`src/rtl/low_priority_encoder_16_to_4_pkg.sv`:
```
// Shared widths for the 16-to-4 low-priority encoder.
package low_priority_encoder_16_to_4_pkg;

    localparam int LPE_IN_W  = 16;
    localparam int LPE_IDX_W = 4;

endpackage

```
`src/rtl/low_priority_encoder_16_to_4_lpe_4_to_2.sv`:
```
// Combinational 4-to-2 encoder. The lowest set bit wins.
// An all-zero input gives idx=0 with any=0.
module lpe_4_to_2 (
    input  logic [3:0] in,
    output logic [1:0] idx,
    output logic       any
);

    // Encoder with bit 0 at the highest priority.
    always_comb begin
        any = |in;
        idx = 2'd0;
        if (in[0]) begin
            idx = 2'd0;
        end else if (in[1]) begin
            idx = 2'd1;
        end else if (in[2]) begin
            idx = 2'd2;
        end else if (in[3]) begin
            idx = 2'd3;
        end
    end

endmodule

```
`src/rtl/low_priority_encoder_16_to_4.sv`:
```
// Registered 16-to-4 low-priority encoder.
// y is the index of the least-significant set bit of W. f reports |W.
// Both outputs have exactly one cycle of latency.
// y=0 has meaning only when f=1.
module low_priority_encoder_16_to_4
    import low_priority_encoder_16_to_4_pkg::*;
(
    input  logic                 clk,
    input  logic                 rst_n,
    input  logic [LPE_IN_W-1:0]  W,
    output logic [LPE_IDX_W-1:0] y,
    output logic                 f
);

    logic [1:0]           nibble_idx [4];
    logic [3:0]           nibble_any;
    logic [1:0]           group_idx;
    logic                 group_any;
    logic [LPE_IDX_W-1:0] y_d, y_q;
    logic                 f_d, f_q;

    // One encoder per nibble. Each encoder finds the lowest set bit inside its own nibble.
    for (genvar g = 0; g < 4; g++) begin : g_nibble
        lpe_4_to_2 u_nibble (
            .in  (W[4*g +: 4]),
            .idx (nibble_idx[g]),
            .any (nibble_any[g])
        );
    end

    // The second-level encoder selects the lowest nibble that holds any set bit.
    lpe_4_to_2 u_group (
        .in  (nibble_any),
        .idx (group_idx),
        .any (group_any)
    );

    // Concatenate the selected nibble number with the bit index inside that nibble.
    always_comb begin
        y_d = {group_idx, nibble_idx[group_idx]};
        f_d = group_any;
    end

    // Output register. The asynchronous clear discards any captured request.
    always_ff @(posedge clk or negedge rst_n) begin
        if (!rst_n) begin
            y_q <= '0;
            f_q <= 1'b0;
        end else begin
            y_q <= y_d;
            f_q <= f_d;
        end
    end

    assign y = y_q;
    assign f = f_q;

endmodule

```
`config.mk`:
```
export PLATFORM = sky130hd
export DESIGN_NAME = low_priority_encoder_16_to_4
export DESIGN_NICKNAME = d
export VERILOG_FILES = /design/src/rtl/low_priority_encoder_16_to_4_pkg.sv /design/src/rtl/low_priority_encoder_16_to_4_lpe_4_to_2.sv /design/src/rtl/low_priority_encoder_16_to_4.sv
export SDC_FILE = /design/constraint.sdc
export NUM_CORES = 1
export LEC_CHECK = 0
export CAP_MARGIN = 0
export CORE_AREA = 3 3 40 42
export CTS_BUF_LIST = sky130_fd_sc_hd__clkbuf_8
export CTS_CLUSTER_SIZE = 16
export DETAILED_ROUTE_END_ITERATION = 16
export DIE_AREA = 0 0 43 45
export SLEW_MARGIN = 20
export SYNTH_ARGS = -nofsm -noshare
export SYNTH_HDL_FRONTEND = slang
export SYNTH_HIERARCHICAL = 1
export SYNTH_SLANG_ARGS = --single-unit
export TNS_END_PERCENT = 10
```
`constraint.sdc`:
```
create_clock -name clk -period 1.08 [get_ports clk]
set_clock_uncertainty 0.1 [all_clocks]
set_input_delay 0.216 -clock clk [delete_from_list [all_inputs] [get_ports clk]]
set_output_delay 0.216 -clock clk [all_outputs]
set_load 0.01 [all_outputs]
```
==> impl_metrics.json <==
{
  "outcome": "finished, violations left",
  "violations": "negative setup slack",
  "grt_max_degree": 6,
  "power_frac_seq": 0.270,
  "routed-via-count": 441,
  "peakVddDrop_mv": 0.5724,
  "avgSynthCellArea_um2": 8.401,
  "path_class": "primary input to register",
  "antenna_found_initial": 0,
  "fin_crit_ps": 1306,
  "cts.clk_slew.worst_paths_ps": 40,
  "viasPerCell": 4.410,
  "cts_tree": "done",
  "dr_wl_met2_um": 610,
  "powerDensity_nw_per_um2": 928.0,
  "syn_area_um2": 352.8,
  "wire_per_inst_um": 10.68,
  "worst-path-buf-inv": 1,
  "cap_violations": 0,
  "antennaDiodeCount": 0,
  "met3_length_um": 80,
  "seq_area_frac_synth": 0.3546,
  "drive_above_1_share": 0.7529,
  "maxSlewHeadroom": 0.8618,
  "port_buffers": 22,
  "hold_class": "primary input to async pin",
  "dp_cells": 91,
  "synth-seq-cells": 5,
  "p_int_uw": 544.9,
  "drv_slew": 0,
  "instances_no_fill": 100,
  "layout_commonest_cell": "buf_4",
  "drt-pass1-iter-count": 3,
  "sw_frac_of_total": 0.2467,
  "arrival_ps": 1300,
  "core_region_area_um2": 1285,
  "p_comb_frac": 0.256,
  "setup_violations": 2,
  "ios": 23,
  "final_nets": 104,
  "setup_slack_ps": -226.1,
  "fin_area_um2": 779.5,
  "chipHeight_um": 45,
  "overflow": 0,
  "grt_pass1_vias": 461,
  "synth_cells": 42,
  "cts_inserted_buffers": 3,
  "rows": 13,
  "final_cell_mix": "16 x buf_4, 9 x clkbuf_2, 7 x buf_2",
  "grt_use_total": 0.1322,
  "placed_area_um2": 699.4,
  "met1Wirelength_um": 339,
  "clk_path_buf_depth": 2,
  "leakage_uw": 0.0003894,
  "yosysUniqueCellTypes": 8,
  "netSwitchingPower_uw": 178.4,
  "critical_path.cell_chain": "clkdlybuf4s15_2 -> nor2_4 -> nand2_4 -> a21oi_4 -> mux4_2",
  "cts_sinks": 5,
  "dieArea_um2": 1935,
  "worstPathRequired_ps": 1070,
  "pre_cts_ws_ps": -845.9,
  "gp_congestion": 0.6923,
  "first_iter_violations": 3,
  "crit_family": "multiplexers",
  "crit_slowest_cell": "mux4_2",
  "rsz0062_at_grt": "true",
  "max_freq_mhz": 765.6,
  "syn-num-nets": 60,
  "dp_hpwl_um": 721.6,
  "cts_max_level": 1,
  "worstPathMaxFanout": 3,
  "ant_nets": 0,
  "hold_buffers": 0,
  "cts-root-buf": "clkbuf_8",
  "drc": 0,
  "max_stage_delay_ps": 510,
  "fin_crit_sh": 1.209,
  "ys_warn_count": 6,
  "area_growth_pct": 120.9,
  "chipWidth_um": 43,
  "clkPwrFrac": 0.473,
  "start_util": 0.2746,
  "setup.worst_path.end_class": "register",
  "worst_slew_pin_slew_ps": 206.6,
  "topRoutingLayerUsed": "met4",
  "cp-start-kind": "primary input",
  "hold_viol_final": 0,
  "routed_wl_mm": 1.068,
  "grt_first_pass_wirelength_mm": 1.725
}
[cell type report]
class	count	area [µm²]
clock buffer	3	41.29
tap	15	18.77
inverter	5	18.77
timing repair buffer	39	281.5
fill	128	505.5
multi-input combinational	32	290.3
clock inverter	1	3.754
sequential	5	125.1
[power groups by stage]
stage                     registers, µW  logic [µW]  clock network [µW]
after global placement              198         173                   0
after detailed placement            198         175                   0
after global routing                197         203                 367
after CTS                           196         176                 354
after floorplan                     202        48.5                   0
final                               195         185                 342
[synth_stat cells]
cell type  count  area, µm²
mux4_1         2      52.55
nor3_1         5      25.02
nand2_1        5      18.77
a21oi_2        5      43.79
nor2_1        10      37.54
inv_1          5      18.77
nand2b_1       5      31.28
dfrtp_1        5      125.1
[sequential cells by signal (all words and copies together), names as in the netlist]
name	flops
f	1
y	4
[how the worst max path moves through the flow]
stage	slack (ps)	from	to	cells past startpoint
finish	-230	W[1]	y[0]	5
global route	-290	W[1]	y[0]	5
CTS	-240	W[11]	y[0]	6
detailed placement	-850	W[10]	y[0]	6
global placement	-820	W[10]	y[1]	6
floorplan	-310	W[10]	y[1]	5
[logic make-up after synthesis]
logic type | count (synthesis) | share of synthesized area
AO/OA/AOI/OAI | 5 | 0.1241
buffers and inverters | 5 | 0.05320
AND/OR/NAND/NOR | 25 | 0.3192
flip-flops | 5 | 0.3546
multiplexers | 2 | 0.1489
[metal layers]
layer | global-route usage | up-vias
li1 | - | 223
met4 | 0.1084 | 0
met1 | 0.09950 | 196
met5 | 0 | -
met3 | 0.04781 | 5
met2 | 0.2605 | 17
[timing repair]
item,CTS,global route
setup endpoints to repair,10,4
hold endpoints to repair,0,0
setup buffers,5,1
gates resized for setup,75,24
pin swaps,11,12
gates cloned,0,0
[metrics by stage]
stage          power, µW    util  TNS [ps]  hold WS (ps)
2_1_floorplan      250.5       -    -611.2        -179.6
3_3_place_gp       371.3  0.5443     -3047         343.9
3_5_place_dp       373.5  0.5443     -3129         345.6
4_1_cts            725.6  0.6105    -473.2         108.8
5_1_grt            766.4  0.6066    -575.8         124.2
6_report           723.4  0.6066    -445.5         105.3
No activity file was read; power rests on OpenSTA's default activity.
